==> src/rtl/riscv_lsu_pkg.sv <==
// Shared constants and types for the riscv_lsu load/store unit.
package riscv_lsu_pkg;

  localparam logic [2:0] F3_B  = 3'b000;
  localparam logic [2:0] F3_H  = 3'b001;
  localparam logic [2:0] F3_W  = 3'b010;
  localparam logic [2:0] F3_BU = 3'b100;
  localparam logic [2:0] F3_HU = 3'b101;

  localparam int TIMEOUT_CYCLES_DEF = 255;

  typedef enum logic [1:0] {IDLE, REQ, DONE} lsu_state_t;

endpackage

==> src/rtl/riscv_lsu_align.sv <==
// Combinational lane logic: store steering, byte enables and access legality,
// plus load byte/half extraction with sign or zero extension.
module lsu_align
  import riscv_lsu_pkg::*;
(
  input  logic        is_store,
  input  logic [2:0]  st_funct3,
  input  logic [1:0]  st_addr_lo,
  input  logic [31:0] st_wdata,
  output logic        st_reject,
  output logic [3:0]  st_be,
  output logic [31:0] st_wdata_lane,
  input  logic [2:0]  ld_funct3,
  input  logic [1:0]  ld_addr_lo,
  input  logic [31:0] ld_word,
  output logic [31:0] ld_data
);

  logic [31:0] ld_shifted;

  always_comb begin
    st_reject     = 1'b0;
    st_be         = 4'hF;
    st_wdata_lane = st_wdata;
    case (st_funct3)
      F3_B: begin
        if (is_store) begin
          st_be         = 4'b0001 << st_addr_lo;
          st_wdata_lane = {4{st_wdata[7:0]}};
        end
      end
      F3_H: begin
        st_reject = st_addr_lo[0];
        if (is_store) begin
          st_be         = 4'b0011 << st_addr_lo;
          st_wdata_lane = {2{st_wdata[15:0]}};
        end
      end
      F3_W:    st_reject = |st_addr_lo;
      F3_BU:   st_reject = is_store;
      F3_HU:   st_reject = is_store | st_addr_lo[0];
      default: st_reject = 1'b1;
    endcase
  end

  // Move the addressed lane down to bit 0, then extend.
  always_comb begin
    ld_shifted = ld_word >> {ld_addr_lo, 3'b000};
    case (ld_funct3)
      F3_B:    ld_data = {{24{ld_shifted[7]}}, ld_shifted[7:0]};
      F3_BU:   ld_data = {24'h0, ld_shifted[7:0]};
      F3_H:    ld_data = {{16{ld_shifted[15]}}, ld_shifted[15:0]};
      F3_HU:   ld_data = {16'h0, ld_shifted[15:0]};
      default: ld_data = ld_shifted;
    endcase
  end

endmodule

==> src/rtl/riscv_lsu.sv <==
// Load/store unit: IDLE -> REQ -> DONE handshake to a word-addressed bus.
// Optional bus timeout abort enabled by defining LSU_TIMEOUT_EN.
module riscv_lsu
  import riscv_lsu_pkg::*;
#(
  parameter int ADDR_W         = 32,
  parameter int TIMEOUT_CYCLES = TIMEOUT_CYCLES_DEF
) (
  input  logic              clk,
  input  logic              rst,
  input  logic              start,
  input  logic              is_store,
  input  logic [2:0]        funct3,
  input  logic [ADDR_W-1:0] addr,
  input  logic [31:0]       wdata,
  output logic [31:0]       rdata,
  output logic              done,
  output logic              stall,
  output logic              fault,
  output logic              bus_err,
  output logic              mem_req,
  output logic              mem_we,
  output logic [ADDR_W-1:0] mem_addr,
  output logic [3:0]        mem_be,
  output logic [31:0]       mem_wdata,
  input  logic              mem_ready,
  input  logic [31:0]       mem_rdata
);

  lsu_state_t        state_q, state_d;
  logic              we_q, we_d;
  logic [ADDR_W-1:0] addr_q, addr_d;
  logic [3:0]        be_q, be_d;
  logic [31:0]       wdata_q, wdata_d;
  logic [2:0]        funct3_q, funct3_d;
  logic [1:0]        lane_q, lane_d;
  logic [31:0]       rdata_q, rdata_d;
  logic              bus_err_q, bus_err_d;

  logic              st_reject;
  logic [3:0]        st_be;
  logic [31:0]       st_wdata_lane;
  logic [31:0]       ld_data;

`ifdef LSU_TIMEOUT_EN
  localparam int CNT_W = ($clog2(TIMEOUT_CYCLES + 1) > 8) ? $clog2(TIMEOUT_CYCLES + 1) : 8;
  logic [CNT_W-1:0] cnt_q, cnt_d;
`else
  logic unused_timeout;
  assign unused_timeout = (TIMEOUT_CYCLES == 0);
`endif

  lsu_align u_align (
    .is_store      (is_store),
    .st_funct3     (funct3),
    .st_addr_lo    (addr[1:0]),
    .st_wdata      (wdata),
    .st_reject     (st_reject),
    .st_be         (st_be),
    .st_wdata_lane (st_wdata_lane),
    .ld_funct3     (funct3_q),
    .ld_addr_lo    (lane_q),
    .ld_word       (mem_rdata),
    .ld_data       (ld_data)
  );

  always_comb begin
    state_d   = state_q;
    we_d      = we_q;
    addr_d    = addr_q;
    be_d      = be_q;
    wdata_d   = wdata_q;
    funct3_d  = funct3_q;
    lane_d    = lane_q;
    rdata_d   = rdata_q;
    bus_err_d = bus_err_q;
`ifdef LSU_TIMEOUT_EN
    cnt_d     = cnt_q;
`endif
    stall     = 1'b0;
    fault     = 1'b0;
    done      = 1'b0;
    mem_req   = 1'b0;
    case (state_q)
      IDLE: begin
        stall = start & ~st_reject;
        fault = start & st_reject;
        if (start && !st_reject) begin
          state_d   = REQ;
          we_d      = is_store;
          addr_d    = {addr[ADDR_W-1:2], 2'b00};
          be_d      = st_be;
          wdata_d   = st_wdata_lane;
          funct3_d  = funct3;
          lane_d    = addr[1:0];
          rdata_d   = '0;
          bus_err_d = 1'b0;
`ifdef LSU_TIMEOUT_EN
          cnt_d     = '0;
`endif
        end
      end
      REQ: begin
        mem_req = 1'b1;
        stall   = 1'b1;
        if (mem_ready) begin
          rdata_d = we_q ? 32'h0 : ld_data;
          state_d = DONE;
        end
`ifdef LSU_TIMEOUT_EN
        // A ready arriving on the final counted cycle still completes normally.
        else if (cnt_q == CNT_W'(TIMEOUT_CYCLES - 1)) begin
          rdata_d   = '0;
          bus_err_d = 1'b1;
          state_d   = DONE;
        end else begin
          cnt_d = cnt_q + 1'b1;
        end
`endif
      end
      DONE: begin
        done    = 1'b1;
        state_d = IDLE;
      end
      default: state_d = IDLE;
    endcase
  end

  always_ff @(posedge clk) begin
    if (!rst) begin
      state_q   <= IDLE;
      we_q      <= 1'b0;
      addr_q    <= '0;
      be_q      <= '0;
      wdata_q   <= '0;
      funct3_q  <= '0;
      lane_q    <= '0;
      rdata_q   <= '0;
      bus_err_q <= 1'b0;
`ifdef LSU_TIMEOUT_EN
      cnt_q     <= '0;
`endif
    end else begin
      state_q   <= state_d;
      we_q      <= we_d;
      addr_q    <= addr_d;
      be_q      <= be_d;
      wdata_q   <= wdata_d;
      funct3_q  <= funct3_d;
      lane_q    <= lane_d;
      rdata_q   <= rdata_d;
      bus_err_q <= bus_err_d;
`ifdef LSU_TIMEOUT_EN
      cnt_q     <= cnt_d;
`endif
    end
  end

  assign rdata     = done ? rdata_q : 32'h0;
  assign bus_err   = done & bus_err_q;
  assign mem_we    = we_q;
  assign mem_addr  = addr_q;
  assign mem_be    = be_q;
  assign mem_wdata = wdata_q;

endmodule

==> config.mk <==
export PLATFORM = sky130hd
export DESIGN_NAME = riscv_lsu
export DESIGN_NICKNAME = d
export VERILOG_FILES = /design/src/rtl/riscv_lsu_pkg.sv /design/src/rtl/riscv_lsu_align.sv /design/src/rtl/riscv_lsu.sv
export SDC_FILE = /design/constraint.sdc
export NUM_CORES = 1
export LEC_CHECK = 0
export ABC_CLOCK_PERIOD_IN_PS = 2350
export CAP_MARGIN = 20
export CORE_MARGIN = 8
export CORE_UTILIZATION = 40
export DETAILED_ROUTE_END_ITERATION = 8
export PLACE_DENSITY_LB_ADDON = 0.12
export SLEW_MARGIN = 30
export SYNTH_ARGS = -nofsm -noshare
export SYNTH_HDL_FRONTEND = slang
export SYNTH_HIERARCHICAL = 1
export SYNTH_SLANG_ARGS = --single-unit
export TNS_END_PERCENT = 100
==> constraint.sdc <==
create_clock -name clk -period 2.35 [get_ports clk]
set_input_delay 0.705 -clock clk [delete_from_list [all_inputs] [get_ports clk]]
set_output_delay 0.705 -clock clk [all_outputs]
set_load 0.1 [all_outputs]
# Word-level counts from Yosys, hierarchy flattened
# Index checks and enable logic that the tools add are counted.
totals:
  reg_bits: 106
  inputBits: 104
  out_inout_bits: 106
  elab_cells: 56
classes:
  eq_ne: 11
  shifts: 3
  muxes: 20
  bitwise_logic: 4
  n_reduce_logical: 10
op_table:
  columns: ["operator", "count"]
  rows:
  - ["two-way mux 32 bit", 6]
  - ["case mux 32 bit (2 select lines)", 2]
  - ["case mux 32 bit (4 select lines)", 1]
  - ["right shift 32 x 5 -> 32 bit", 1]
  - ["== test 3 bit (second input constant)", 4]
  - ["two-way mux 4 bit", 2]
  - ["case mux 4 bit (2 select lines)", 1]
  - ["== test 3 x 1 -> 1 bit (second input constant)", 2]
  - ["zero test 3 bit", 2]
  - ["case mux 1 bit (5 select lines)", 1]
  - ["two-way mux 2 bit", 2]
  - ["!= test 2 bit (second input constant)", 2]
  - ["case mux 2 bit (2 select lines)", 1]
  - ["AND reduction 2 bit", 2]
  - ["left shift 1 x 2 -> 4 bit (first input constant)", 1]
  - ["left shift 2 x 2 -> 4 bit (first input constant)", 1]
  - ["== test 3 x 2 -> 1 bit (second input constant)", 1]
  - ["two-way mux 1 bit", 3]
  - ["AND reduction 3 bit", 1]
  - ["AND 1 bit", 2]
  - ["== test 2 x 1 -> 1 bit (second input constant)", 1]
  - ["== test 2 bit (second input constant)", 1]
  - ["zero test 2 bit", 1]
  - ["case mux 1 bit (2 select lines)", 1]
  - ["6 further kinds", 6]

# Logic depth before layout (Yosys ltp)
depth:
  ltp_word: 6
  depth_mapped: 10
  ltp_nobuf: 8

# By module
# Netlist, hierarchy kept.
by_module_without_submodules:
  columns: ["module", "n_inst", "cells_each", "area_each_um2", "seq_area_each_um2"]
  rows:
  - ["riscv_lsu", 1, 440, 3971.3, 2122.0]
  - ["lsu_align", 1, 193, 1432.6, 0.0]

# Least setup slack after synthesis
# No wires, ideal clock.
synth_timing:
  path_kind: "input -> output"
  startpoint: "input funct3[0]"
  endpoint: "output fault"
  t_arrival_ns: 3.510
  required_time_ns: 1.645
  path_slack_ns: -1.865
  cell_stages: 6
  path_buffers: 2
  path_cell_list: "clkbuf_1 -> buf_2 -> o21ai_0 -> nand3_1 -> nand2_1 -> nor3_1"
synth_between:
  elab_chain_cells: 4
  word_cells_on_any_way: 8
  cone_classes: "4 x eq/ne; 2 x mux; 1 x bitwise; 1 x reduce/logical"
synth_rtl:
  columns: ["element", "line_no", "rtl"]
  rows:
  - ["from (decl)", "riscv_lsu.sv:13", "input logic [2:0] funct3,"]
  - ["== test 3 bit (tied with other cells)", "riscv_lsu_align.sv:25", "case (st_funct3)"]
  - ["case mux 1 bit (5 select lines) (*)", "riscv_lsu_align.sv:25", null]
  - ["named net st_reject", "riscv_lsu.sv:40", "logic st_reject;"]
  - ["AND 1 bit (*)", "riscv_lsu.sv:87", "fault = start & st_reject;"]
  - ["two-way mux 1 bit (*)", "riscv_lsu.sv:84", "case (state_q)"]
  - ["to (decl)", "riscv_lsu.sv:19", "output logic fault,"]
# The timed path passes the listed nets; every way through them passes the cells marked *.

# Final worst setup path
layout_timing:
  startpoint: "input addr[0]"
  endpoint: "output stall"
layout_between:
  elab_chain_cells: 5
  word_cells_on_any_way: 6
  cone_classes: "2 x mux; 3 x bitwise; 1 x reduce/logical"
layout_rtl:
  columns: ["element", "line_no", "rtl"]
  rows:
  - ["from (decl)", "riscv_lsu.sv:14", "input logic [ADDR_W-1:0] addr,"]
  - ["OR 1 bit / OR reduction 2 bit (equally long branches)", "riscv_lsu_align.sv:41, riscv_lsu_align.sv:39", null]
  - ["case mux 1 bit (5 select lines) (*)", "riscv_lsu_align.sv:25", null]
  - ["named net st_reject", "riscv_lsu.sv:40", null]
  - ["NOT 1 bit (*)", "riscv_lsu.sv:86", "stall = start & ~st_reject;"]
  - ["AND 1 bit (*)", "riscv_lsu.sv:86", null]
  - ["case mux 1 bit (2 select lines) (*)", "riscv_lsu.sv:84", null]
  - ["to (decl)", "riscv_lsu.sv:18", "output logic stall,"]
# Marks and branches as above.

==> results.md <==
- Status: complete, but fails checks
- Failing checks: setup timing
- Total Wirelength: 17030 um
- Tcrit/Tclk final: 104.4%
- Setup-failing EPs final: 34
- Kind of end point of the critical path: primary output
- Ports: 210
- Req. time, crit path: 1.64 ns
- CP max FO: 3
- Clk slew on worst S/H paths: 0.07 ns
- Max Cap Violations: 0
- Post-CTS Hold Buffers: 0
- Share of cells above drive strength 1: 27.74%
- Min Tclk post-route: 2.453 ns
- Top-count cell post-synth: nand2_1
- Die Wd: 132.2 um
- First-pass GRT wire length: 26230 um
- Setup Skew: 0.01077 ns
- Area leader, netlist: dfxtp_1
- Power share of the sequential group: 40.4%
- WHS Path Cells: 2
- Area of the multi-input gates: 0.003045 mm^2
- Ys async rst share: 0%
- Mapped Cells: 633
- Hold Worst Slack: 0.4660 ns
- Clock Latency Late Sink: 0.36 ns
- Number of global-route vias before repair: 5196
- Sequential-to-total area share from yosys stat: 39.27%
- Die area: 0.01748 mm^2
- WS Path Type: in2out
- Post-route DRC: 0
- R2R depth: 4
- Worst min path class: reg2reg
- Antenna cells: 0
- Crit path DAT: 1.75 ns
- Util after Layout: 62.95%
- Initial antenna violation count: 2
- Final WS setup: -0.1035 ns
- DRT iter0 DRCs: 319
- EDFF count, synth: 0
- Worst-Margin Slew: 0.7014 ns
- Die height: 132.2 um
- Clock buffer depth: 2
- Syn-to-layout area delta: 54.27%
- All-Layer GR Usage: 18.26%
- Placeable Area: 0.01324 mm^2
- Largest net degree at the start of global routing: 74
- Slew margin rel.: 53.13%
- Lkg Pwr: 3.262 nW
- Placer Congestion: 0.8809
- Post-Syn Area: 0.005404 mm^2
- Nets: 932
- Root Buffer Master: clkbuf_16
- Internal: 3.187 mW
- Synth top area cells: dfxtp_1 39%, nand2_1 12%, a21boi_0 10%, a22o_1 5.2%, mux2_2 5.0%
- Unrepaired setup endpoints after global routing: true
- Row Count: 42
- Yosys warnings: 6
- Sum of negative setup slack: -1.389 ns
- Via count: 5091
- Gr ovfl total: 0
- Hpwl dp: 12550 um
- Synth top area share: 39.27%
- Comb power frac: 26.0%
- Switching portion of total power: 32.15%
- Vias/cell: 5.066
- Top_reg_cell synth: dfxtp_1
- CTS tree: done
- Syn Area/Cell: 8.537 um^2
- DRT antenna net count: 0
- CP startpoint kind: primary input
- Post-DR wirelength/cell: 16.94 um
- Power consumption: 4.697 mW
- Post-synth top cells: 175 x nand2_1, 106 x dfxtp_1, 72 x a21boi_0
- PwrDens: 563.4 mW/mm^2
- Share of total power in the clock network: 33.6%
- Fmax: 0.4076 GHz
- Final hold vios: 0
- Final slew viol count: 0
- Drt first pass iters: 4
- Yosys reg bits: 106
- Initial Util: 40.81%
- Number of port buffers: 206
- Sequential cell area: 0.002122 mm^2
- Fillers: 1119
- CTS buffer count: 9
- Peak supply drop: 0.0004226 V
- Switching pwr: 1.510 mW
- Clk sinks: 106
- H-tree depth: 3
- Synth unique cells: 37
-- power groups by stage --
stage | clock network [mW] | logic [mW] | registers (mW)
finish | 1.58 | 1.22 | 1.90
global route | 1.69 | 1.29 | 1.91
CTS | 1.62 | 1.20 | 1.90
detailed placement | 0 | 1.19 | 1.94
global placement | 0 | 1.17 | 1.94
floorplan | 0 | 0.459 | 2.28
-- layout by cell type (no fill, tap or decap), drive strengths merged, types with 16 or more instances in the layout --
| cell | count |
|---|---|
| a21boi | 72 |
| a22o | 32 |
| o211ai | 16 |
| clkdlybuf4s50 | 95 |
| buf | 137 |
| mux2i | 24 |
| dfxtp | 106 |
| nand2 | 175 |
| mux2 | 26 |
| a21oi | 24 |
| and2 | 33 |
-- stage by stage --
| stage | setup slack, ns | area [um^2] | std cells |
|---|---|---|---|
| 6_report | -0.1035 | 8337 | 1005 |
| 4_1_cts | -0.1480 | 8269 | 1002 |
| 3_5_place_dp | -0.7167 | 7894 | 984 |
| 3_3_place_gp | -0.6937 | 7894 | 984 |
| 2_1_floorplan | -0.3016 | 5504 | 635 |
| 5_1_grt | -0.1786 | 8337 | 1005 |
-- final timing paths --
path | endpoint | slack (ns) | start
max | stall | -0.10 | addr[0]
min | mem_wdata[5]$_SDFFE_PN0P_ | 0.47 | mem_wdata[5]$_SDFFE_PN0P_
max reg2reg | rdata_q[21]$_SDFFE_PN0P_ | 0.40 | state_q[1]$_SDFFE_PN0P_
min reg2reg | mem_wdata[5]$_SDFFE_PN0P_ | 0.47 | mem_wdata[5]$_SDFFE_PN0P_
-- registers in the layout (all words and copies together), names as in the netlist --
register / cells
mem_be: 4
rdata_q: 32
mem_we: 1
funct3_q: 3
mem_wdata: 32
mem_addr: 30
lane_q: 2
state_q: 2
-- layout make-up --
cell class,instances,share of cell area [%]
clock buffer,10,2.867
clock inverter,6,0.8855
inverter,6,0.3602
multi-input combinational,463,36.53
sequential,106,25.45
tap,176,2.641
timing repair buffer,238,31.26
-- cells by family after synthesis --
group	after synthesis	synth area share (%)
fa+ha+maj	4	0.9262
flops	106	39.27
other cells	1	0.06939
mux	50	10.00
buf+inv	67	6.876
compound gates	159	22.90
simple gates	246	19.96
-- critical path, stage by stage --
cell and delay, ns:
buf_6 0.10, inv_4 0.05, ha_4 0.12, inv_2 0.04, o21ai_2 0.11, nand3_2 0.09
buf_6 0.14, inv_4 0.05, a21oi_4 0.05, nor2_4 0.11, buf_12 0.18
-- timing repair --
item | CTS | global route
endpoints found under the setup margin | 107 | 107
cloned | 0 | 2
gates resized for setup | 31 | 6
buffers inserted | 2 | 1
pin swaps | 6 | 4
-- per-layer routing --
layer | GRT usage (%) | part of all wire [%] | vias to the layer above
met5 | 0 | 0.13 | -
met4 | 5.994 | 1.9 | 4
met3 | 7.317 | 8.5 | 27
met2 | 31.39 | 49 | 184
met1 | 20.10 | 40 | 2363
li1 | - | - | 2513
Note: power is estimated with default switching activity, not from simulation.
